File: src/rtl/count_event_monitor_pkg.sv
// ---------------------------------------------------------------------------
// count_mon_pkg
// Shared types and default sizes for the count_event_monitor slice.
//   mon_state_t  : matcher FSM states (IDLE / ARMED / HIT)
//   step_class_t : classification of one counter step
//   DEF_WIDTH    : default width of the monitored counter value
//   DEF_WRAP_W   : default width of the saturating wrap counter
// ---------------------------------------------------------------------------
package count_mon_pkg;

  localparam int DEF_WIDTH  = 32'd4;
  localparam int DEF_WRAP_W = 32'd8;

  typedef enum logic [1:0] {
    IDLE  = 2'd0,
    ARMED = 2'd1,
    HIT   = 2'd2
  } mon_state_t;

  typedef enum logic [1:0] {
    STEP_HOLD = 2'd0,
    STEP_INC  = 2'd1,
    STEP_DEC  = 2'd2,
    STEP_ILL  = 2'd3
  } step_class_t;

endpackage

File: src/rtl/count_event_monitor_if.sv
// ---------------------------------------------------------------------------
// count_event_monitor_if
// Valid/ready match-event channel leaving the monitor.
//   evt_valid : match event pending (producer -> consumer)
//   evt_ready : consumer accepts the event (consumer -> producer)
//   evt_q     : counter value captured at the match
// Modports: master = event producer (the monitor), slave = event consumer.
// ---------------------------------------------------------------------------
interface count_event_monitor_if #(
  parameter int WIDTH = 32'd4
);
  logic             evt_valid;
  logic             evt_ready;
  logic [WIDTH-1:0] evt_q;

  modport master (output evt_valid, output evt_q, input evt_ready);
  modport slave  (input evt_valid, input evt_q, output evt_ready);
endinterface

File: src/rtl/count_event_monitor_step_detect.sv
// ---------------------------------------------------------------------------
// count_step_detect
// Purely combinational classification of one counter step.
//   q_in       : current counter value
//   q_d        : counter value sampled on the previous clock
//   primed     : 0 during the first cycle after reset (q_d not yet valid)
//   step_class : HOLD / INC / DEC / ILL
//   wrap       : legal step crossing the all-ones/zero boundary
// Build option: COUNT_DOWN_EN makes a decrement legal (0 -> all-ones wraps).
// ---------------------------------------------------------------------------
module count_step_detect
  import count_mon_pkg::*;
#(
  parameter int WIDTH = DEF_WIDTH
) (
  input  logic [WIDTH-1:0] q_in,
  input  logic [WIDTH-1:0] q_d,
  input  logic             primed,
  output step_class_t      step_class,
  output logic             wrap
);

  localparam logic [WIDTH-1:0] ZERO = {WIDTH{1'b0}};
  localparam logic [WIDTH-1:0] ONES = {WIDTH{1'b1}};
  localparam logic [WIDTH-1:0] ONE  = {{(WIDTH-1){1'b0}}, 1'b1};

  logic [WIDTH-1:0] delta_s;

  // Modular difference between samples decides the step class
  always_comb begin
    delta_s    = q_in - q_d;
    step_class = STEP_HOLD;
    wrap       = 1'b0;
    if (!primed) begin
      // q_d still holds the reset value, so nothing is classified yet
      step_class = STEP_HOLD;
      wrap       = 1'b0;
    end else if (delta_s == ZERO) begin
      step_class = STEP_HOLD;
      wrap       = 1'b0;
    end else if (delta_s == ONE) begin
      step_class = STEP_INC;
      wrap       = (q_d == ONES);
`ifdef COUNT_DOWN_EN
    end else if (delta_s == ONES) begin
      step_class = STEP_DEC;
      wrap       = (q_d == ZERO);
`endif
    end else begin
      step_class = STEP_ILL;
      wrap       = 1'b0;
    end
  end

endmodule

File: src/rtl/count_event_monitor.sv
// ---------------------------------------------------------------------------
// count_event_monitor
// Supervises a WIDTH-bit counter: classifies every step, counts wraps into a
// saturating extension counter, flags illegal steps and raises a handshaked
// event when an armed {wraps, q} target is reached.
// Ports:
//   clk, reset          : clock, synchronous active-high reset
//   q_in                : monitored counter value
//   clr_stat            : clears wrap_cnt, wrap_ovf, err_sticky
//   arm / cancel        : arm (latching tgt_q, tgt_wraps) / disarm the matcher
//   tgt_q, tgt_wraps    : match target (wraps counted relative to arm time)
//   tc                  : previous sample was all-ones
//   wrap_pulse          : one-cycle pulse per legal wrap
//   wrap_cnt, wrap_ovf  : saturating wrap count, sticky overflow
//   err_pulse/err_sticky: illegal-step pulse and sticky flag
//   armed               : matcher waiting for its target
//   evt                 : valid/ready event channel (master side)
//   dir_down            : only with COUNT_DOWN_EN; last non-hold step was down
// Build option: COUNT_DOWN_EN (decrements legal, adds dir_down).
// ---------------------------------------------------------------------------
module count_event_monitor
  import count_mon_pkg::*;
#(
  parameter int WIDTH  = DEF_WIDTH,
  parameter int WRAP_W = DEF_WRAP_W
) (
  input  logic                 clk,
  input  logic                 reset,
  input  logic [WIDTH-1:0]     q_in,
  input  logic                 clr_stat,
  input  logic                 arm,
  input  logic                 cancel,
  input  logic [WIDTH-1:0]     tgt_q,
  input  logic [WRAP_W-1:0]    tgt_wraps,
  output logic                 tc,
  output logic                 wrap_pulse,
  output logic [WRAP_W-1:0]    wrap_cnt,
  output logic                 wrap_ovf,
  output logic                 err_pulse,
  output logic                 err_sticky,
  output logic                 armed,
  count_event_monitor_if.master evt
`ifdef COUNT_DOWN_EN
  ,
  output logic                 dir_down
`endif
);

  localparam logic [WIDTH-1:0]  Q_ZERO   = {WIDTH{1'b0}};
  localparam logic [WIDTH-1:0]  Q_ONES   = {WIDTH{1'b1}};
  localparam logic [WRAP_W-1:0] W_ZERO   = {WRAP_W{1'b0}};
  localparam logic [WRAP_W-1:0] W_ONE    = {{(WRAP_W-1){1'b0}}, 1'b1};
  localparam logic [WRAP_W-1:0] WRAP_MAX = {WRAP_W{1'b1}};

  // Sampling / statistics registers
  logic [WIDTH-1:0]  samp_q, samp_d;
  logic              primed_q, primed_d;
  logic              tc_q, tc_d;
  logic              wrap_pulse_q, wrap_pulse_d;
  logic [WRAP_W-1:0] wrap_cnt_q, wrap_cnt_d;
  logic              wrap_ovf_q, wrap_ovf_d;
  logic              err_pulse_q, err_pulse_d;
  logic              err_sticky_q, err_sticky_d;

  // Matcher registers
  mon_state_t        state_q, state_d;
  logic [WRAP_W-1:0] arm_wraps_q, arm_wraps_d;
  logic [WIDTH-1:0]  tgt_val_q, tgt_val_d;
  logic [WRAP_W-1:0] tgt_wraps_q, tgt_wraps_d;
  logic              armed_q, armed_d;
  logic              evt_valid_q, evt_valid_d;
  logic [WIDTH-1:0]  evt_data_q, evt_data_d;

  // Combinational helpers
  step_class_t       step_class_s;
  logic              wrap_s;
  logic              ill_s;
  logic [WRAP_W-1:0] arm_wraps_inc_s;
  logic              match_s;
  logic              arm_accept_s;
  logic              hit_entry_s;
  logic              handshake_s;

  count_step_detect #(.WIDTH(WIDTH)) u_step (
    .q_in       (q_in),
    .q_d        (samp_q),
    .primed     (primed_q),
    .step_class (step_class_s),
    .wrap       (wrap_s)
  );

  assign ill_s = (step_class_s == STEP_ILL);

  // Next values of the sample, pulse and statistics registers
  always_comb begin
    samp_d       = q_in;
    primed_d     = 1'b1;
    tc_d         = (q_in == Q_ONES);
    wrap_pulse_d = wrap_s;
    err_pulse_d  = ill_s;
    wrap_cnt_d   = wrap_cnt_q;
    wrap_ovf_d   = wrap_ovf_q;
    err_sticky_d = err_sticky_q;
    if (clr_stat) begin
      // a wrap in the same cycle is deliberately lost
      wrap_cnt_d   = W_ZERO;
      wrap_ovf_d   = 1'b0;
      err_sticky_d = 1'b0;
    end else begin
      if (wrap_s) begin
        if (wrap_cnt_q == WRAP_MAX) begin
          wrap_ovf_d = 1'b1;
        end else begin
          wrap_cnt_d = wrap_cnt_q + W_ONE;
        end
      end else begin
        wrap_cnt_d = wrap_cnt_q;
      end
      if (ill_s) begin
        err_sticky_d = 1'b1;
      end else begin
        err_sticky_d = err_sticky_q;
      end
    end
  end

  // Sample, pulse and statistics registers
  always_ff @(posedge clk) begin
    if (reset) begin
      samp_q       <= Q_ZERO;
      primed_q     <= 1'b0;
      tc_q         <= 1'b0;
      wrap_pulse_q <= 1'b0;
      wrap_cnt_q   <= W_ZERO;
      wrap_ovf_q   <= 1'b0;
      err_pulse_q  <= 1'b0;
      err_sticky_q <= 1'b0;
    end else begin
      samp_q       <= samp_d;
      primed_q     <= primed_d;
      tc_q         <= tc_d;
      wrap_pulse_q <= wrap_pulse_d;
      wrap_cnt_q   <= wrap_cnt_d;
      wrap_ovf_q   <= wrap_ovf_d;
      err_pulse_q  <= err_pulse_d;
      err_sticky_q <= err_sticky_d;
    end
  end

  // Match compare sees arm_wraps already bumped by a wrap in this cycle
  assign arm_wraps_inc_s = (wrap_s && (arm_wraps_q != WRAP_MAX)) ? (arm_wraps_q + W_ONE)
                                                                  : arm_wraps_q;
  assign match_s     = (q_in == tgt_val_q) && (arm_wraps_inc_s == tgt_wraps_q) && primed_q;
  assign handshake_s = evt_valid_q && evt.evt_ready;

  // Matcher next-state logic: cancel beats arm, arm beats a match
  always_comb begin
    state_d      = state_q;
    arm_accept_s = 1'b0;
    hit_entry_s  = 1'b0;
    case (state_q)
      IDLE: begin
        if (arm) begin
          state_d      = ARMED;
          arm_accept_s = 1'b1;
        end else begin
          state_d = IDLE;
        end
      end
      ARMED: begin
        if (cancel) begin
          state_d = IDLE;
        end else if (arm) begin
          state_d      = ARMED;
          arm_accept_s = 1'b1;
        end else if (match_s) begin
          state_d     = HIT;
          hit_entry_s = 1'b1;
        end else begin
          state_d = ARMED;
        end
      end
      HIT: begin
        if (handshake_s) begin
          state_d = IDLE;
        end else begin
          state_d = HIT;
        end
      end
      default: begin
        state_d = IDLE;
      end
    endcase
  end

  // Matcher outputs and target/arm_wraps datapath
  always_comb begin
    tgt_val_d   = tgt_val_q;
    tgt_wraps_d = tgt_wraps_q;
    arm_wraps_d = arm_wraps_q;
    evt_valid_d = evt_valid_q;
    evt_data_d  = evt_data_q;
    armed_d     = (state_d == ARMED);
    if (arm_accept_s) begin
      tgt_val_d   = tgt_q;
      tgt_wraps_d = tgt_wraps;
      arm_wraps_d = W_ZERO;
    end else if (state_q == ARMED) begin
      arm_wraps_d = arm_wraps_inc_s;
    end else begin
      arm_wraps_d = arm_wraps_q;
    end
    if (hit_entry_s) begin
      evt_valid_d = 1'b1;
      evt_data_d  = q_in;
    end else if (handshake_s) begin
      evt_valid_d = 1'b0;
    end else begin
      evt_valid_d = evt_valid_q;
    end
  end

  // Matcher state and output registers
  always_ff @(posedge clk) begin
    if (reset) begin
      state_q     <= IDLE;
      arm_wraps_q <= W_ZERO;
      tgt_val_q   <= Q_ZERO;
      tgt_wraps_q <= W_ZERO;
      armed_q     <= 1'b0;
      evt_valid_q <= 1'b0;
      evt_data_q  <= Q_ZERO;
    end else begin
      state_q     <= state_d;
      arm_wraps_q <= arm_wraps_d;
      tgt_val_q   <= tgt_val_d;
      tgt_wraps_q <= tgt_wraps_d;
      armed_q     <= armed_d;
      evt_valid_q <= evt_valid_d;
      evt_data_q  <= evt_data_d;
    end
  end

`ifdef COUNT_DOWN_EN
  logic dir_down_q, dir_down_d;

  // Direction remembers the last non-hold legal step
  always_comb begin
    if (step_class_s == STEP_DEC) begin
      dir_down_d = 1'b1;
    end else if (step_class_s == STEP_INC) begin
      dir_down_d = 1'b0;
    end else begin
      dir_down_d = dir_down_q;
    end
  end

  // Direction register
  always_ff @(posedge clk) begin
    if (reset) begin
      dir_down_q <= 1'b0;
    end else begin
      dir_down_q <= dir_down_d;
    end
  end

  assign dir_down = dir_down_q;
`endif

  assign tc            = tc_q;
  assign wrap_pulse    = wrap_pulse_q;
  assign wrap_cnt      = wrap_cnt_q;
  assign wrap_ovf      = wrap_ovf_q;
  assign err_pulse     = err_pulse_q;
  assign err_sticky    = err_sticky_q;
  assign armed         = armed_q;
  assign evt.evt_valid = evt_valid_q;
  assign evt.evt_q     = evt_data_q;

endmodule

File: src/flat_wrapper.sv
// flat-port wrapper written by rule: the top's interface ports become plain ports
module count_event_monitor_flat import count_mon_pkg::*;
#(
  parameter int WIDTH  = DEF_WIDTH,
  parameter int WRAP_W = DEF_WRAP_W
)
  (clk, reset, q_in, clr_stat, arm, cancel, tgt_q, tgt_wraps, tc, wrap_pulse, wrap_cnt, wrap_ovf, err_pulse, err_sticky, armed, evt_evt_valid, evt_evt_q, evt_evt_ready);
  count_event_monitor_if #(.WIDTH(WIDTH)) evt_i ();
  input  logic clk;
  input  logic reset;
  input  logic [WIDTH-1:0] q_in;
  input  logic clr_stat;
  input  logic arm;
  input  logic cancel;
  input  logic [WIDTH-1:0] tgt_q;
  input  logic [WRAP_W-1:0] tgt_wraps;
  output logic tc;
  output logic wrap_pulse;
  output logic [WRAP_W-1:0] wrap_cnt;
  output logic wrap_ovf;
  output logic err_pulse;
  output logic err_sticky;
  output logic armed;
  output wire logic [$bits(evt_i.evt_valid)-1:0] evt_evt_valid;
  output wire logic [$bits(evt_i.evt_q)-1:0] evt_evt_q;
  input wire logic [$bits(evt_i.evt_ready)-1:0] evt_evt_ready;
  assign evt_evt_valid = evt_i.evt_valid;
  assign evt_evt_q = evt_i.evt_q;
  assign evt_i.evt_ready = evt_evt_ready;
  count_event_monitor #(.WIDTH(WIDTH), .WRAP_W(WRAP_W)) u_core (.clk(clk), .reset(reset), .q_in(q_in), .clr_stat(clr_stat), .arm(arm), .cancel(cancel), .tgt_q(tgt_q), .tgt_wraps(tgt_wraps), .tc(tc), .wrap_pulse(wrap_pulse), .wrap_cnt(wrap_cnt), .wrap_ovf(wrap_ovf), .err_pulse(err_pulse), .err_sticky(err_sticky), .armed(armed), .evt(evt_i));
endmodule
File: config.mk
export PLATFORM = sky130hd
export DESIGN_NAME = count_event_monitor_flat
export DESIGN_NICKNAME = d
export VERILOG_FILES = /design/src/rtl/count_event_monitor_pkg.sv /design/src/rtl/count_event_monitor_if.sv /design/src/rtl/count_event_monitor_step_detect.sv /design/src/rtl/count_event_monitor.sv /design/src/flat_wrapper.sv
export SDC_FILE = /design/constraint.sdc
export NUM_CORES = 1
export LEC_CHECK = 0
export ABC_AREA = 0
export CAP_MARGIN = 20
export CORE_MARGIN = 3
export CORE_UTILIZATION = 38
export DETAILED_ROUTE_END_ITERATION = 16
export GPL_TIMING_DRIVEN = 0
export SETUP_SLACK_MARGIN = 0.3
export SYNTH_ARGS = -nofsm -noshare
export SYNTH_HDL_FRONTEND = slang
export SYNTH_SLANG_ARGS = --single-unit
File: constraint.sdc
create_clock -name clk -period 8.1 [get_ports clk]
set_clock_uncertainty 0.2 [all_clocks]
set_input_delay 0.81 -clock clk [delete_from_list [all_inputs] [get_ports clk]]
set_output_delay 0.81 -clock clk [all_outputs]
set_load 0.01 [all_outputs]
# Yosys cells after proc, flatten, opt, wreduce, memory -nomap -nowiden
# Cells that the tools add are included.
# Widths: inputs -> output; s select.
# classes
add_sub_neg	3
n_eq_ne	11
muxes	23
bitwise	1
reduce_logical	11
# op_table
cell	count
$add 8x1->8 const B	2
$mux 2	7
$mux 1	13
$eq 4x4->1 const B	2
$eq 8x8->1	1
$eq 8x8->1 const B	1
$mux 8	1
$ne 8x8->1 const B	1
$pmux 2 s3	1
$eq 2x1->1 const B	2
$eq 2x2->1 const B	2
$eq 4x1->1 const B	1
$eq 4x4->1	1
$logic_and 1x1->1	4
$logic_not 4->1	1
$reduce_and 2->1	2
$reduce_or 2->1	2
$sub 4x4->4	1
$logic_not 2->1	1
$pmux 1 s2	1
$reduce_bool 2->1	1
$not 1->1	1
# word_totals
ff_bits	46
in_bits	22
output_inout_bits	19
word_cells	64

# Logic depth before layout (Yosys ltp)
# Gate-level depths: netlist of run 1.
# logic_depth
depth_word	15
ltp_mapped	11
depth_no_buf	11

# By module
# From an unflattened synthesis of run 1, not the netlist that was laid out.
# unflattened
cells_unflattened	283
area_unflattened_um2	2428.6
# modules_own_cells
mod	n_inst	cells_each	area_per_inst_um2	seq_area_each_um2
count_event_monitor	1	262	2264.7	920.9
count_step_detect	1	21	163.9	0.0

# Worst setup path before layout of run 1
# Ideal clock, no wire load.
# synth_timing
path_type	in2reg
start	input q_in[0]
end	register u_core.evt_data_q[0] (netlist: u_core.evt.evt_q[0])
setup_ns	0.121
t_arrival_ns	3.629
required_ns	7.779
path_slack_ns	4.150
cell_stages	10
n_path_buf	0
cell_sequence	inv_1 ha_1 inv_1 fa_1 xor2_1 or4_1 and4bb_4 mux2_1 a2111o_4 mux2_4
# synth_via
elab_chain_len	14
elab_cells_between_ends	16
classes_between	1 x add/sub; 3 x eq/ne; 8 x mux; 4 x reduce/logical
# synth_lines
element	line_no	text
from (decl)	flat_wrapper.sv:11	input logic [WIDTH-1:0] q_in;
$sub 4x4->4	count_event_monitor_step_detect.sv:31	delta_s = q_in - q_d;
$eq 4x1->1	count_event_monitor_step_detect.sv:41	end else if (delta_s == ONE) begin
$mux 1	count_event_monitor_step_detect.sv:41	
$mux 1	count_event_monitor_step_detect.sv:38	end else if (delta_s == ZERO) begin
$mux 1	count_event_monitor_step_detect.sv:34	if (!primed) begin
$logic_and 1x1->1	count_event_monitor.sv:151	assign arm_wraps_inc_s = (wrap_s && (arm_wraps_q != WRAP_MAX)) ? (arm_wraps_q + W_ONE)
$mux 8	count_event_monitor.sv:151	
$eq 8x8->1	count_event_monitor.sv:153	assign match_s = (q_in == tgt_val_q) && (arm_wraps_inc_s == tgt_wraps_q) && primed_q;
$logic_and 1x1->1 (2 in series)	count_event_monitor.sv:153	
$mux 1	count_event_monitor.sv:176	end else if (match_s) begin
$mux 1	count_event_monitor.sv:173	end else if (arm) begin
$mux 1	count_event_monitor.sv:171	if (cancel) begin
$mux 1	count_event_monitor.sv:161	case (state_q)
to (signal assigned)	count_event_monitor.sv:240	evt_data_q <= evt_data_d;
to (decl)	count_event_monitor.sv:72	logic [WIDTH-1:0] evt_data_q, evt_data_d;
# Several ways; a longest one is shown, not always the timed one.
# A chain may end at the register's enable or synchronous reset.

# Worst setup path after layout of run 1
# layout_timing
start	input q_in[0]
end	register u_core.evt_data_q[2] (netlist: u_core.evt.evt_q[2])
# layout_via
elab_chain_len	14
elab_cells_between_ends	16
classes_between	1 x add/sub; 3 x eq/ne; 8 x mux; 4 x reduce/logical
# layout_lines
element	line_no
$sub 4x4->4	count_event_monitor_step_detect.sv:31
$eq 4x1->1	count_event_monitor_step_detect.sv:41
$mux 1	count_event_monitor_step_detect.sv:41
$mux 1	count_event_monitor_step_detect.sv:38
$mux 1	count_event_monitor_step_detect.sv:34
$logic_and 1x1->1	count_event_monitor.sv:151
$mux 8	count_event_monitor.sv:151
$eq 8x8->1	count_event_monitor.sv:153
$logic_and 1x1->1 * (2 in series)	count_event_monitor.sv:153
$mux 1 *	count_event_monitor.sv:176
$mux 1 *	count_event_monitor.sv:173
$mux 1 *	count_event_monitor.sv:171
$mux 1 *	count_event_monitor.sv:161
# Every way passes the cells marked *; elsewhere a longest branch is shown, timed or not.

==> results of run 1 <==
worst max-delay path, cell delays in order:
cell and delay (ns):
clkdlybuf4s50_1 0.51, inv_1 0.09, ha_1 0.21, inv_1 0.07, fa_1 0.45, or4_1 0.56
and4bb_4 0.38, mux2_1 0.37, a2111o_4 0.55, mux2_4 0.32
worst max path at each step:
stage,startpoint,end,depth (start not counted)
after floorplan,q_in[0],u_core.evt.evt_q[0]$_SDFFE_PP0P_,10
after global placement,q_in[0],u_core.evt.evt_q[2]$_SDFFE_PP0P_,11
after detailed placement,q_in[0],u_core.evt.evt_q[0]$_SDFFE_PP0P_,11
after CTS,q_in[0],u_core.evt.evt_q[0]$_SDFFE_PP0P_,11
after global routing,q_in[0],u_core.evt.evt_q[2]$_SDFFE_PP0P_,11
final,q_in[0],u_core.evt.evt_q[2]$_SDFFE_PP0P_,10
through the flow:
step                      area (um2)  total power [mW]
final                           3030             0.448
after detailed placement        2930             0.300
after CTS                       3030             0.453
after global placement          2930             0.299
after global routing            3030             0.470
after floorplan                 2440             0.277
cells in the mapped netlist, types with 5 or more instances:
master	count
dfxtp_1	46
nor2_1	41
mux2i_1	17
nand2_1	15
xor2_1	15
inv_1	10
nand3_1	9
nand4_1	9
xnor2_1	9
a21oi_1	7
o21ai_0	7
ha_1	5
nand2b_1	5
layout make-up:
class | count | area, um2 | area share [%]
buffer | 9 | 57.6 | 1.90
multi-input combinational | 198 | 1420 | 46.9
timing repair buffer | 40 | 400 | 13.2
clock buffer | 7 | 86.3 | 2.85
sequential | 46 | 921 | 30.4
inverter | 10 | 37.5 | 1.24
tap | 75 | 93.8 | 3.10
clock inverter | 1 | 8.76 | 0.289
metal layers:
layer  track usage (%)  part of all wire [%]
met5                 0                     0
met4              4.75                   1.0
met3              3.75                   5.2
met1              19.6                    51
met2              21.4                    42
logic make-up after synthesis:
family                   after synthesis
AND/OR/NAND/NOR                      114
multiplexers                          21
XOR/XNOR                              26
flip-flops                            46
AO/OA/AOI/OAI                         31
buffers and inverters                 19
adder cells (fa/ha/maj)                6
power groups by stage:
stage          sequential [mW]  clock, mW  combinational (mW)
5_1_grt                  0.240      0.168              0.0624
6_report                 0.239      0.154              0.0554
3_3_place_gp             0.244          0              0.0553
4_1_cts                  0.239      0.158              0.0562
2_1_floorplan            0.243          0              0.0342
3_5_place_dp             0.244          0              0.0559
state kept, by name, summed over array words and instances, names as in the netlist:
signal	flops
u_core.tgt_wraps_q	8
u_core.state_q	2
u_core.wrap_cnt	8
u_core.samp_q	4
u_core.err_sticky	1
u_core.err_pulse	1
u_core.tgt_val_q	4
u_core.tc	1
u_core.wrap_ovf	1
u_core.wrap_pulse	1
u_core.arm_wraps_q	8
u_core.armed	1
u_core.primed_q	1
u_core.evt.evt_valid	1
u_core.evt.evt_q	4
==> results.tsv, run 1 <==
metric	value	unit
outcome	completed	
syn_area_per_cell	9.26	um2
cts_made_buffers	5	
hold_violations	0	
grt_pass1_wl	8430	um
cellPowerDensity	148	nW/um2
antenna_found_initial	0	
fill_cells	603	
reg2reg_from	u_core.samp_q[0]$_SDFF_PP0_	
core_area	6060	um2
vias_per_cell	4.99	
post-route-drc-count	0	
pwr-share-clk	34.4	%
setup_ws	3.78	ns
synthCells	263	
die_w	86.1	um
synth_area_leader_cell	dfxtp_1	
rsz0062_at_grt	no	
cts-root-buf	clkbuf_8	
cts_tree	done	
synthDistinctLibCells	58	
grt_pass1_vias	1817	
fin_crit	4.32	ns
final_cells	386	
cts.sinks	46	
max_cap_violations	0	
synth-seq-cells	46	
hp-start	u_core.evt.evt_q[3]$_SDFFE_PP0P_	
crit_arrival	4.32	ns
fmax	0.232	GHz
p_int	333	uW
cts_resized	0	
globalplace.congestion	0.879	
insertion_delay	0.31	ns
ys_warn_count	0	
synth_edf_count	0	
tightestPinTransition	0.933	ns
p_sw_share	25.8	%
synth_compound_area_share	9.71	%
finalCritPeriodShare	53.3	%
r2r_cells	9	
synthArstFlopShare	0	%
dieArea	7410	um2
wirelength	4990	um
synthFlopType	dfxtp_1	
cts_setup_buffers	0	
port_buffers	40	
synth_area_leaders	dfxtp_1 (38%), mux2i_1 (7.0%), nor2_1 (6.3%), xor2_1 (5.4%), xnor2_1 (3.2%)	
final_util	49.9	%
drt-pass1-iter-count	4	
combPwrFrac	12.4	%
pre_cts_slack	3.46	ns
drv_slew	0	
syn2layout_area_growth	24.2	%
final.setup.tns	0	ns
synth_top_family_by_area	simple AND/OR/NAND/NOR gates	
crit_path_start_kind	input port	
vias	1925	
crit_path_end_kind	flip-flop	
drt-initial-drc-count	87	
num_io_pins	41	
rrSetupSlack	4.51	ns
netlist_area	2440	um2
hold_buffers	0	
maxSlewHeadroom	37.3	%
critPathKind	in -> reg	
min_to	u_core.evt.evt_q[3]$_SDFFE_PP0P_	
final_common_cell	dfxtp_1	
grt_max_degree	15	
dp_hpwl	3840	um
dpl.cell_count	378	
required	8.10	ns
nNetsFinal	338	
cp_max_fo	6	
overflow	0	
start_util	40.2	%
leakagePower	1.11	nW
cts.path.max_buffers	2	
synth_top_cell_area_share	37.8	%
setup_viol	0	
wl_per_cell	12.9	um
cts_max_level	2	
synthAdderAreaFrac	3.39	%
whs	0.279	ns
layout_common_cells	dfxtp_1 (46), nor2_1 (41), clkdlybuf4s50_1 (40), mux2i_1 (17)	
ant_nets	0	
ys_seq_area_share	37.8	%
hold_depth	2	
die_y	86.1	um
synthXorXnorAreaFrac	10.4	%
yosys.area_share.simple	25.5	%
diodes	0	
p_seq_share	53.3	%
cts.clk_slew.worst_paths	0.09	ns
fp-row-count	28	
synthMuxAreaShare	9.30	%
synth_nets	291	
timing.rr.end	u_core.evt.evt_q[2]$_SDFFE_PP0P_	
power.switching	116	uW
worstHoldPathType	reg -> reg	
ir_worst_vdd	0.0000765	V
grt_usage	14.2	%
drive_above_1_share	11.9	%
(Power assumes the default switching activity.)
==> inputs of run 2 (changes only) <==
Clock period 8.1 ns to 4.15 ns, I/O delays scaled along.
==> run 2 against run 1 <==
  * Register-to-register slack lost 3.9 ns
  * Cell area grew 0.58%
  * Wire length grew 0.68%
  * Utilization grew 0.29 points
  * Critical path depth shrank 2
  * Power grew 95%
  * Sequential power grew 95%
  * Non-clock buffer count grew 2
  * Largest cell class unchanged
==> results.tsv, run 2 (synthesis results as in run 1) <==
metric	value	unit	change
drt-pass1-iter-count	4		unchanged
drv_slew	0		unchanged
setup_viol	0		unchanged
core_area	6060	um2	unchanged
nNetsFinal	340		was 338
grt_pass1_wl	8470	um	was 8430 um
maxSlewHeadroom	37.5	%	was 37.3%
dieArea	7410	um2	unchanged
grt_max_degree	15		unchanged
final_common_cell	dfxtp_1		unchanged
r2r_cells	9		unchanged
rsz0062_at_grt	no		unchanged
cts.clk_slew.worst_paths	0.09	ns	about the same
port_buffers	40		unchanged
grt_pass1_vias	1830		was 1,817
place_area	2930	um2	unchanged
cp_max_fo	6		unchanged
critical-path-slowest-cell	clkdlybuf4s50_1		was or4_1
finalCritPeriodShare	89.7	%	
hold_violations	0		unchanged
outcome	completed		unchanged
vias_per_cell	4.95		was 4.99
start_util	40.2	%	unchanged
post-route-drc-count	0		unchanged
hold_buffers	0		unchanged
vias	1922		was 1,925
reg2reg_from	u_core.samp_q[0]$_SDFF_PP0_		unchanged
slowest_delay	0.54	ns	was 0.56 ns
syn2layout_area_growth	24.9	%	was 24.2%
die_y	86.1	um	unchanged
crit_arrival	3.73	ns	was 4.32 ns
drt-initial-drc-count	78		was 87
drive_above_1_share	12.8	%	was 11.9%
fill_cells	601		was 603
critPathBufInv	1		was 3
ant_nets	0		unchanged
grt_usage	14.3	%	was 14.2%
wl_per_cell	13.0	um	was 12.9 um
cts.path.max_buffers	2		unchanged
max_cap_violations	0		unchanged
wirelength	5030	um	was 4990 um
diodes	0		unchanged
crit_path_cell_trace	clkdlybuf4s50_1, fa_1, xor2_1, or4_1, and4bb_4, mux2_1, a2111o_4, mux2_4		was clkdlybuf4s50_1, inv_1, ha_1, inv_1, fa_1, or4_1, and4bb_4, mux2_1, a2111o_4, mux2_4
hp-start	q_in[0]		was u_core.evt.evt_q[3]$_SDFFE_PP0P_
dp_hpwl	3840	um	unchanged
die_w	86.1	um	unchanged
cts.sinks	46		unchanged
min_to	u_core.tc$_SDFF_PP0_		was u_core.evt.evt_q[3]$_SDFFE_PP0P_
num_io_pins	41		unchanged
cts_made_buffers	5		unchanged
cp_top_family	simple AND/OR/NAND/NOR gates		unchanged
fp-row-count	28		unchanged
worstHoldPathType	in -> reg		was reg -> reg
finalPower	874	uW	was 448 uW
overflow	0		unchanged
cellPowerDensity	287	nW/um2	was 148 nW/um2
insertion_delay	0.31	ns	about the same
final_cell_area	3040	um2	was 3030 um2
tightestPinTransition	0.931	ns	was 0.933 ns
crit_path_end_kind	flip-flop		unchanged
timing.rr.end	u_core.evt.evt_q[2]$_SDFFE_PP0P_		unchanged
hold_depth	3		was 2
fin_crit	3.72	ns	
antenna_found_initial	0		unchanged
whs	0.213	ns	was 0.279 ns
cts_max_level	2		unchanged
cts_tree	done		unchanged
cts-root-buf	clkbuf_8		unchanged
leakagePower	1.13	nW	was 1.11 nW
globalplace.congestion	0.879		unchanged
startpoint	q_in[1]		was q_in[0]
required	4.16	ns	was 8.10 ns
critPathKind	in -> reg		unchanged
ir_worst_vdd	0.000149	V	was 0.0000765 V
layout_common_cells	dfxtp_1 (46), nor2_1 (41), clkdlybuf4s50_1 (39), mux2i_1 (17)		was dfxtp_1 (46), nor2_1 (41), clkdlybuf4s50_1 (40), mux2i_1 (17)
fmax	0.269	GHz	
crit_path_start_kind	input port		unchanged
rrSetupSlack	0.63	ns	was 4.51 ns
==> run 2: cell types whose count changed in the layout (fill, tap and decap cells not counted) <==
cell             previous run  this run
dlymetal6s2s_1              0         1
clkdlybuf4s50_1            40        39
buf_4                       1         3
inv_2                       0         1
inv_1                      10         9
==> run 2: power breakdown <==
group	total [mW]	switching, mW	internal [mW]
Sequential	0.466	0.0115	0.454
Combinational	0.108	0.0515	0.0565
Clock	0.300	0.162	0.138
==> run 2: cell type report <==
class	instances	area, um2	area share (%)
tap	75	93.8	3.08
inverter	10	37.5	1.23
multi-input combinational	198	1420	46.7
sequential	46	921	30.3
timing repair buffer	42	418	13.7
buffer	9	57.6	1.89
clock buffer	7	86.3	2.84
clock inverter	1	8.76	0.288
==> run 2: worst max-delay path by stage <==
stage / depth (start not counted) / slack (ns) / end
finish: 8 / 0.43 / u_core.evt.evt_q[2]$_SDFFE_PP0P_
global route: 8 / 0.34 / u_core.evt.evt_q[2]$_SDFFE_PP0P_
CTS: 12 / 0.30 / u_core.evt.evt_q[0]$_SDFFE_PP0P_
detailed placement: 11 / -0.09 / u_core.evt.evt_q[0]$_SDFFE_PP0P_
global placement: 11 / -0.10 / u_core.evt.evt_q[2]$_SDFFE_PP0P_
floorplan: 10 / 0.60 / u_core.evt.evt_q[0]$_SDFFE_PP0P_
==> run 2: what timing repair did <==
| item | CTS | global route |
|---|---|---|
| endpoints found under the hold margin | 0 | 0 |
| setup endpoints to repair | 3 | 6 |
| setup buffers | 2 | 0 |
| resized for setup | 1 | 1 |
| pin swaps | 2 | 2 |
==> run 2: worst register-to-register path, stage by stage, from the launching register on <==
cell	delay [ns]
dfxtp_1	0.35
ha_1	0.16
inv_1	0.05
fa_1	0.37
xor2_1	0.20
or4_1	0.54
and4bb_4	0.37
mux2_1	0.36
a2111o_4	0.51
mux2_4	0.32
==> run 2: metal layers <==
layer	GRT usage (%)	wire length (um)	vias up
met1	19.8	2620	874
met2	21.4	2120	36
li1	-	-	1008
met3	3.75	234	4
met4	4.75	51	0
met5	0	0	-
==> run 2: per-stage QoR <==
step           setup slack [ns]  std cells  setup TNS [ns]  utilization [%]
2_1_floorplan             0.595        263               0                -
3_3_place_gp             -0.100        378          -0.291             48.3
3_5_place_dp            -0.0941        378          -0.275             48.3
4_1_cts                   0.301        388               0             50.2
5_1_grt                   0.345        388               0             50.2
6_report                  0.429        388               0             50.2
